==> src/rtl/mcif_rd_sched4.sv <==
// mcif_rd_sched4: 4-client round-robin read scheduler with in-order response routing (optional MCIF_RD_PRIO_EN gives client 0 fixed priority)
module mcif_rd_sched4 #(
   parameter int ADDR_W   = 32,
   parameter int LEN_W    = 8,
   parameter int DATA_W   = 64,
   parameter int ID_DEPTH = 8
) (
   input  logic                  clk,
   input  logic                  rst_n,
   input  logic [3:0]            cl_req_valid,
   output logic [3:0]            cl_req_ready,
   input  logic [4*ADDR_W-1:0]   cl_req_addr,
   input  logic [4*LEN_W-1:0]    cl_req_len,
   output logic                  mem_cmd_valid,
   input  logic                  mem_cmd_ready,
   output logic [ADDR_W-1:0]     mem_cmd_addr,
   output logic [LEN_W-1:0]      mem_cmd_len,
   input  logic                  mem_rsp_valid,
   input  logic                  mem_rsp_last,
   input  logic [DATA_W-1:0]     mem_rsp_data,
   output logic                  mem_rsp_ready,
   output logic [3:0]            cl_rsp_valid,
   input  logic [3:0]            cl_rsp_ready,
   output logic [DATA_W-1:0]     cl_rsp_data,
   output logic                  cl_rsp_last,
   output logic                  busy
);
   localparam int PW = $clog2(ID_DEPTH);
   logic              cmd_valid_q, cmd_valid_d;
   logic [ADDR_W-1:0] cmd_addr_q, cmd_addr_d;
   logic [LEN_W-1:0]  cmd_len_q, cmd_len_d;
   logic [1:0]        rr_q, rr_d;
   logic [PW-1:0]     wr_q, wr_d, rd_q, rd_d;
   logic [PW:0]       cnt_q, cnt_d;
   logic [1:0]        ids_q [ID_DEPTH];
   logic [3:0]        cand;
   logic [1:0]        win, idx, head;
   logic              found, capture, pop, empty, full;
   // Arbitration: first requester after rr_q, client 0 overriding when priority is enabled
   always_comb begin
`ifdef MCIF_RD_PRIO_EN
      cand = {cl_req_valid[3:1], 1'b0};
`else
      cand = cl_req_valid;
`endif
      found = 1'b0;
      win   = rr_q;
      idx   = '0;
      for (int k = 1; k <= 4; k++) begin
         idx = rr_q + 2'(k);
         if (!found && cand[idx]) begin
            found = 1'b1;
            win   = idx;
         end
      end
`ifdef MCIF_RD_PRIO_EN
      if (cl_req_valid[0]) begin
         found = 1'b1;
         win   = 2'd0;
      end
`endif
   end
   assign empty         = cnt_q == '0;
   assign full          = cnt_q[PW];
   assign capture       = (!cmd_valid_q || mem_cmd_ready) && !full && found;
   assign cl_req_ready  = capture ? 4'b0001 << win : 4'b0000;
   assign head          = ids_q[rd_q];
   assign cl_rsp_valid  = (mem_rsp_valid && !empty) ? 4'b0001 << head : 4'b0000;
   assign mem_rsp_ready = !empty && cl_rsp_ready[head];
   assign pop           = mem_rsp_valid && mem_rsp_ready && mem_rsp_last;
   assign cl_rsp_data   = mem_rsp_data;
   assign cl_rsp_last   = mem_rsp_last;
   assign mem_cmd_valid = cmd_valid_q;
   assign mem_cmd_addr  = cmd_addr_q;
   assign mem_cmd_len   = cmd_len_q;
   assign busy          = cmd_valid_q || !empty;
   // Next state: command register holds under backpressure, FIFO pointers advance on push/pop
   always_comb begin
      cmd_valid_d = capture || (cmd_valid_q && !mem_cmd_ready);
      cmd_addr_d  = capture ? cl_req_addr[win*ADDR_W +: ADDR_W] : cmd_addr_q;
      cmd_len_d   = capture ? cl_req_len[win*LEN_W +: LEN_W] : cmd_len_q;
`ifdef MCIF_RD_PRIO_EN
      rr_d        = (capture && win != 2'd0) ? win : rr_q;
`else
      rr_d        = capture ? win : rr_q;
`endif
      wr_d        = wr_q + PW'(capture);
      rd_d        = rd_q + PW'(pop);
      cnt_d       = cnt_q + (PW+1)'(capture) - (PW+1)'(pop);
   end
   // State registers; rr_q resets to 3 so client 0 is searched first
   always_ff @(posedge clk or negedge rst_n) begin
      if (!rst_n) begin
         cmd_valid_q <= 1'b0;
         cmd_addr_q  <= '0;
         cmd_len_q   <= '0;
         rr_q        <= 2'd3;
         wr_q        <= '0;
         rd_q        <= '0;
         cnt_q       <= '0;
      end else begin
         cmd_valid_q <= cmd_valid_d;
         cmd_addr_q  <= cmd_addr_d;
         cmd_len_q   <= cmd_len_d;
         rr_q        <= rr_d;
         wr_q        <= wr_d;
         rd_q        <= rd_d;
         cnt_q       <= cnt_d;
      end
   end
   // ID storage needs no reset: entries are only read while counted valid
   always_ff @(posedge clk) begin
      if (capture) ids_q[wr_q] <= win;
   end
endmodule

==> config.mk <==
export PLATFORM = sky130hd
export DESIGN_NAME = mcif_rd_sched4
export DESIGN_NICKNAME = d
export VERILOG_FILES = /design/src/rtl/mcif_rd_sched4.sv
export SDC_FILE = /design/constraint.sdc
export NUM_CORES = 1
export LEC_CHECK = 0
export CORE_AREA = 3 3 138 140
export CTS_CLUSTER_SIZE = 16
export DETAILED_ROUTE_END_ITERATION = 10
export DIE_AREA = 0 0 141 143
export MAX_ROUTING_LAYER = met4
export PLACE_DENSITY = 0.62
export SLEW_MARGIN = 20
export SYNTH_ARGS = -nofsm -noshare
export SYNTH_HDL_FRONTEND = slang
export SYNTH_SLANG_ARGS = --single-unit
==> constraint.sdc <==
create_clock -name clk -period 3.56 [get_ports clk]
set_input_delay 0.534 -clock clk [delete_from_list [all_inputs] [get_ports clk]]
set_output_delay 0.534 -clock clk [all_outputs]
set_load 0.02 [all_outputs]
==> results of run 1 <==
cell usage in the layout, fill, tap and decap left out, types with 8 or more instances in the layout:
| cell | n |
|---|---|
| nor2_1 | 12 |
| ha_1 | 9 |
| mux2i_1 | 86 |
| clkdlybuf4s50_1 | 223 |
| buf_4 | 8 |
| edfxtp_1 | 16 |
| dfrtp_1 | 51 |
| clkbuf_16 | 9 |
| nand2_1 | 47 |
| inv_1 | 8 |
| o221ai_1 | 40 |
per-stage QoR:
stage	cell area (um2)	hold WS, ns
2_1_floorplan	4360	0.238
3_3_place_gp	6340	0.472
3_5_place_dp	6340	0.478
4_1_cts	6640	0.237
5_1_grt	6640	0.256
6_report	6640	0.220
worst paths after layout:
path / from / endpoint / slack [ns]
min in group clk: mem_cmd_addr[14]$_DFFE_PN0P_ / mem_cmd_addr[14]$_DFFE_PN0P_ / 0.49
hold / removal: rst_n / mem_cmd_valid$_DFF_PN0_ / 0.22
setup reg to reg: rd_q[0]$_DFF_PN0_ / cnt_q[1]$_DFF_PN0_ / 0.33
max in group asynchronous: rst_n / mem_cmd_addr[9]$_DFFE_PN0P_ / 2.53
setup / recovery: rd_q[0]$_DFF_PN0_ / mem_rsp_ready / 0.14
hold reg to reg: mem_cmd_addr[14]$_DFFE_PN0P_ / mem_cmd_addr[14]$_DFFE_PN0P_ / 0.49
registers in the layout, summed over array words and instances (netlist names):
register	count
cnt_q	4
ids_q	16
mem_cmd_addr	32
mem_cmd_len	8
mem_cmd_valid	1
rd_q	3
rr_q	2
wr_q	3
power by group through the flow:
| stage | Sequential (mW) | Combinational (mW) | Clock, mW |
|---|---|---|---|
| floorplan | 1.66 | 1.73 | 0 |
| global placement | 1.44 | 2.94 | 0 |
| detailed placement | 1.46 | 3.01 | 0 |
| CTS | 1.45 | 3.02 | 0.928 |
| global route | 1.49 | 3.23 | 0.968 |
| finish | 1.44 | 2.97 | 0.897 |
kinds of logic after synthesis:
| group | after synthesis | synth area share |
|---|---|---|
| buf+inv | 99 | 0.149 |
| mux | 91 | 0.221 |
| simple gates | 80 | 0.0820 |
| flops | 69 | 0.415 |
| compound gates | 49 | 0.0944 |
| fa+ha+maj | 10 | 0.0304 |
| xor+xnor | 4 | 0.00803 |
final cells by class:
cell class | count | area, um2
inverter | 10 | 40.0
multi-input combinational | 234 | 1910
fill | 1734 | 11300
clock buffer | 10 | 229
clock inverter | 6 | 68.8
sequential | 69 | 1810
timing repair buffer | 232 | 2300
tap | 229 | 287
critical path, delay by kind of cell, from the launching register on:
family        cells  cell delay [ns]
flops             1             0.55
simple gates      1             0.15
mux               3             1.31
buf+inv           1             0.55
per-layer routing:
layer / up-vias / wire length (um) / part of all wire / global-route usage
met1: 1708 / 5180 / 0.38 / 0.155
met5: - / 0 / 0 / -
met4: 0 / 233 / 0.017 / 0.0474
li1: 1706 / - / - / -
met3: 22 / 915 / 0.067 / 0.0358
met2: 195 / 7250 / 0.53 / 0.238
==> impl_metrics.py, run 1 <==
metrics = {
    "run_status": {
        "status": "complete, no violations",
    },
    "finish": {
        "nets": 803,
        "diodes": 0,
        "finalNonFillerCells": 790,
        "area_growth_pct": 52.2,
        "postLayoutCoreUtil": 0.370,
        "drive_above_1_share": 0.0624,
    },
    "timing": {
        "rsz0062_at_grt": "no",
        "worst_pin_slew_ns": 0.863,
        "layout_setup_ws_ns": 0.139,
        "slew_viol_final": 0,
        "post-route-period-util": 0.961,
        "fin_tns_setup_ns": 0,
        "setup_viol": 0,
        "max_slew_margin": 0.424,
        "clock_skew_ns": 0.00940,
        "min_period_ns": 3.42,
        "fmax_mhz": 292,
        "hold_violations": 0,
    },
    "cts": {
        "cts_buffer_depth": 2,
        "cts_tree": "yes",
        "cts_inserted_buffers": 9,
        "ctsResizeCount": 0,
        "ctsHoldBuffers": 0,
        "clock_latency_ns": 0.34,
        "clock-sinks": 69,
        "cts_max_level": 3,
        "cts_setup_buffers": 0,
        "clk_pin_slew_ns": 0.06,
        "root_buffer": "clkbuf_16",
    },
    "grt": {
        "grt.total_usage": 0.138,
        "grt_pass1_vias": 3968,
        "antenna_found_initial": 0,
        "grt_overflow_total": 0,
        "grt_pass1_wl_mm": 21.3,
        "grt_max_degree": 55,
    },
    "critical_path": {
        "cpMostUsedCell": "mux4_2",
        "cp_slowest_cell": "mux4_2",
        "crit_path_start_kind": "flip-flop",
        "critical_path_required_ns": 3.03,
        "path_max_fanout": 7,
        "critPathMaxStageDelay_ns": 0.56,
        "worstSetupPathType": "reg2out",
        "worstRegToRegCells": 10,
        "crit_path_end_kind": "output pin",
        "arrival_ns": 2.89,
        "cp_cell_sequence": "mux4_2 -> mux2_4 -> mux4_2 -> nor2b_1 -> clkdlybuf4s50_1",
    },
    "die": {
        "die_h_um": 143,
        "boundaryPins": 353,
        "initial_core_util": 0.243,
        "die_width_um": 141,
        "die_area_um2": 20200,
        "coreArea_um2": 18000,
        "num_rows": 49,
    },
    "power_and_ir_drop": {
        "p_sw_mw": 2.13,
        "power_frac_clock": 0.169,
        "irDropWorstVdd_uv": 479,
        "comb_power_share": 0.559,
        "p_int_mw": 3.18,
        "p_seq_frac": 0.272,
        "power.total_mw": 5.31,
        "p_per_area_nw_per_um2": 800,
        "p_sw_frac": 0.401,
        "p_leak_nw": 2.80,
    },
    "yosys": {
        "post_synth.cell_area_avg_um2": 10.8,
        "synth_edf_count": 16,
        "postSynthNetCount": 649,
        "synth_largest_area_cell": "dfrtp_1",
        "synth_most_common_cell": "mux2i_1",
        "async_flop_share": 0.768,
        "syn_area_um2": 4360,
        "synth_seq_cells": 69,
        "ys_top_cells_by_area": "dfrtp_1, mux2i_1, buf_4",
        "yosysWarnings": 0,
        "synthFlopType": "dfrtp_1",
        "seq_area_frac_synth": 0.415,
        "yosys-top-cells-count": "mux2i_1, buf_4, dfrtp_1, nand2_1, o221ai_1",
        "synth_top_area_frac": 0.293,
        "syn_inst": 402,
        "ys_types": 37,
    },
    "routing": {
        "wl_per_cell_um": 17.2,
        "drt_pre_antenna_iters": 4,
        "drc": 0,
        "vias": 3631,
        "drtIter0Drc": 146,
        "vias_per_cell": 4.60,
        "wl_mm": 13.6,
        "ant_nets": 0,
    },
    "placement": {
        "place_congestion": 0.851,
        "portBuffers": 224,
        "post-dp-hpwl_mm": 11.1,
        "placedCellCount": 774,
        "pre_cts_slack_ns": 0.198,
    },
    "run": {
        "maxCapViolations": 0,
    },
    "worst_hold_path": {
        "hp-class": "in2async",
    },
}
(Power assumes the default switching activity.)
==> inputs of run 2 (changes only) <==
--- a/config.mk
+++ b/config.mk
@@ -9,6 +9,7 @@
 export CTS_CLUSTER_SIZE = 16
 export DETAILED_ROUTE_END_ITERATION = 10
 export DIE_AREA = 0 0 141 143
+export HOLD_SLACK_MARGIN = 0.05
 export MAX_ROUTING_LAYER = met4
 export PLACE_DENSITY = 0.62
 export SLEW_MARGIN = 20
==> results of run 2 <==
Final layout, timing and power as in run 1 (identical DEF).
==> inputs of run 3 (changes only) <==
--- a/config.mk
+++ b/config.mk
@@ -5,13 +5,14 @@
 export SDC_FILE = /design/constraint.sdc
 export NUM_CORES = 1
 export LEC_CHECK = 0
-export CORE_AREA = 3 3 138 140
+export CORE_AREA = 10 10 130 132
 export CTS_CLUSTER_SIZE = 16
 export DETAILED_ROUTE_END_ITERATION = 10
-export DIE_AREA = 0 0 141 143
+export DIE_AREA = 0 0 140 142
 export HOLD_SLACK_MARGIN = 0.05
 export MAX_ROUTING_LAYER = met4
-export PLACE_DENSITY = 0.62
+export PLACE_DENSITY = 0.76
+export SKIP_LAST_GASP = 1
 export SLEW_MARGIN = 20
 export SYNTH_ARGS = -nofsm -noshare
 export SYNTH_HDL_FRONTEND = slang
==> run 3 against run 2 <==
Against the previous run: combinational power about the same; total power is 1.6% lower; cell area fell by 1.3%; count of clock-buffer cells in the layout unchanged; hold slack improved by 0.061 ns; global-route usage up 1.1 points; critical path depth did not move; worst setup slack worse by 0.0041 ns; die area down 1.4%; register-to-register slack got worse by 0.04 ns; first-iteration DRC count is 0.68% higher; clock power decreased by 8.0%.
==> impl_metrics.py, run 3 (synthesis results as in run 1) <==
metrics = {
    "grt": {
        "grt_pass1_vias": 4167,
        "antenna_found_initial": 0,
        "grt_overflow_total": 0,
        "grt_pass1_wl_mm": 23.0,
        "grt.total_usage": 0.149,
        "grt_max_degree": 73,
    },
    "cts": {
        "ctsResizeCount": 0,
        "cts_max_level": 3,
        "cts_setup_buffers": 0,
        "clock-sinks": 69,
        "cts_inserted_buffers": 9,
        "cts_buffer_depth": 2,
        "ctsHoldBuffers": 0,
        "cts_tree": "yes",
        "clk_pin_slew_ns": 0.06,
        "root_buffer": "clkbuf_16",
        "clock_latency_ns": 0.33,
    },
    "placement": {
        "place_congestion": 0.890,
        "portBuffers": 224,
        "placedCellCount": 727,
        "post-dp-hpwl_mm": 12.2,
    },
    "critical_path": {
        "regToRegSetupSlack_ns": 0.29,
        "path_max_fanout": 7,
        "crit_start": "rd_q[0]$_DFF_PN0_",
        "worstRegToRegCells": 10,
        "arrival_ns": 2.89,
        "crit_path_start_kind": "flip-flop",
        "worst_r2r_endpoint": "cnt_q[2]$_DFF_PN0_",
        "reg2reg_from": "rd_q[0]$_DFF_PN0_",
        "worstSetupPathType": "reg2out",
        "crit_path_end_kind": "output pin",
        "critical_path_required_ns": 3.03,
    },
    "power_and_ir_drop": {
        "p_per_area_nw_per_um2": 797,
        "irDropWorstVdd_uv": 428,
        "p_leak_nw": 2.78,
    },
    "timing": {
        "rsz0062_at_grt": "no",
        "clock_skew_ns": 0.00865,
        "fmax_mhz": 292,
        "min_period_ns": 3.42,
        "slew_viol_final": 0,
        "hold_violations": 0,
        "max_slew_margin": 0.464,
        "worst_pin_slew_ns": 0.804,
        "fin_tns_setup_ns": 0,
        "post-route-period-util": 0.962,
        "setup_viol": 0,
    },
    "worst_hold_path": {
        "hp-class": "in2async",
    },
    "finish": {
        "drive_above_1_share": 0.0572,
        "area_growth_pct": 50.3,
        "diodes": 0,
        "final_cell_mix": "clkdlybuf4s50_1, mux2i_1, dfrtp_1, nand2_1, o221ai_1",
        "largest_reg_flops": 32,
        "final_common_cell": "clkdlybuf4s50_1",
        "finalNonFillerCells": 743,
        "nets": 801,
    },
    "routing": {
        "wl_mm": 14.8,
        "drt_pre_antenna_iters": 4,
        "ant_nets": 0,
        "vias_per_cell": 4.88,
        "drtIter0Drc": 147,
        "wl_per_cell_um": 19.9,
        "vias": 3626,
        "drc": 0,
    },
    "die": {
        "die_h_um": 142,
        "boundaryPins": 353,
        "num_rows": 44,
        "die_area_um2": 19900,
        "die_width_um": 140,
        "coreArea_um2": 14300,
        "initial_core_util": 0.305,
    },
    "run_status": {
        "status": "complete, no violations",
    },
    "run": {
        "maxCapViolations": 0,
    },
}
## run 3: per-layer routing
| layer | track usage | part of all wire |
|---|---|---|
| met2 | 0.240 | 0.50 |
| met4 | 0.0457 | 0.016 |
| met3 | 0.0557 | 0.085 |
| met5 | - | 0 |
| met1 | 0.169 | 0.40 |
## run 3: worst max path at each step
| stage | to | slack, ns | depth (start not counted) |
|---|---|---|---|
| floorplan | cnt_q[2]$_DFF_PN0_ | 0.56 | 11 |
| global placement | cl_req_ready[0] | 0.28 | 7 |
| detailed placement | cl_req_ready[2] | 0.22 | 7 |
| CTS | mem_rsp_ready | 0.11 | 5 |
| global route | mem_rsp_ready | 0.006 | 5 |
| finish | mem_rsp_ready | 0.14 | 5 |
## run 3: cell type report
type                    instances  area [um2]
clock buffers                  10         229
clock inverters                 6        46.3
fillers                      1350        7760
inverters                      10        40.0
multi-input cells             234        1900
flip-flops and latches         69        1810
well taps                     184         230
repair buffers                230        2290
## run 3: critical path: stages (launching register included)
cell and delay [ns]:
dfrtp_1 0.55, mux4_2 0.56, mux2_4 0.30, mux4_2 0.44, nor2b_1 0.15, clkdlybuf4s50_1 0.56
## run 3: per-stage QoR
| stage | area, um2 | util | hold WS [ns] | setup WS (ns) | power, mW |
|---|---|---|---|---|---|
| 3_5_place_dp | 6280 | 0.439 | 0.474 | 0.223 | 4.45 |
| 4_1_cts | 6550 | 0.458 | 0.317 | 0.107 | 5.31 |
| 2_1_floorplan | 4360 | - | 0.238 | 0.561 | 3.39 |
| 5_1_grt | 6550 | 0.458 | 0.333 | 0.00580 | 5.61 |
| 3_3_place_gp | 6280 | 0.439 | 0.474 | 0.285 | 4.35 |
| 6_report | 6550 | 0.458 | 0.282 | 0.135 | 5.22 |
## run 3: power breakdown
group,switching [mW],internal (mW)
combinational,1.53,1.43
clock,0.347,0.479
sequential,0.242,1.20
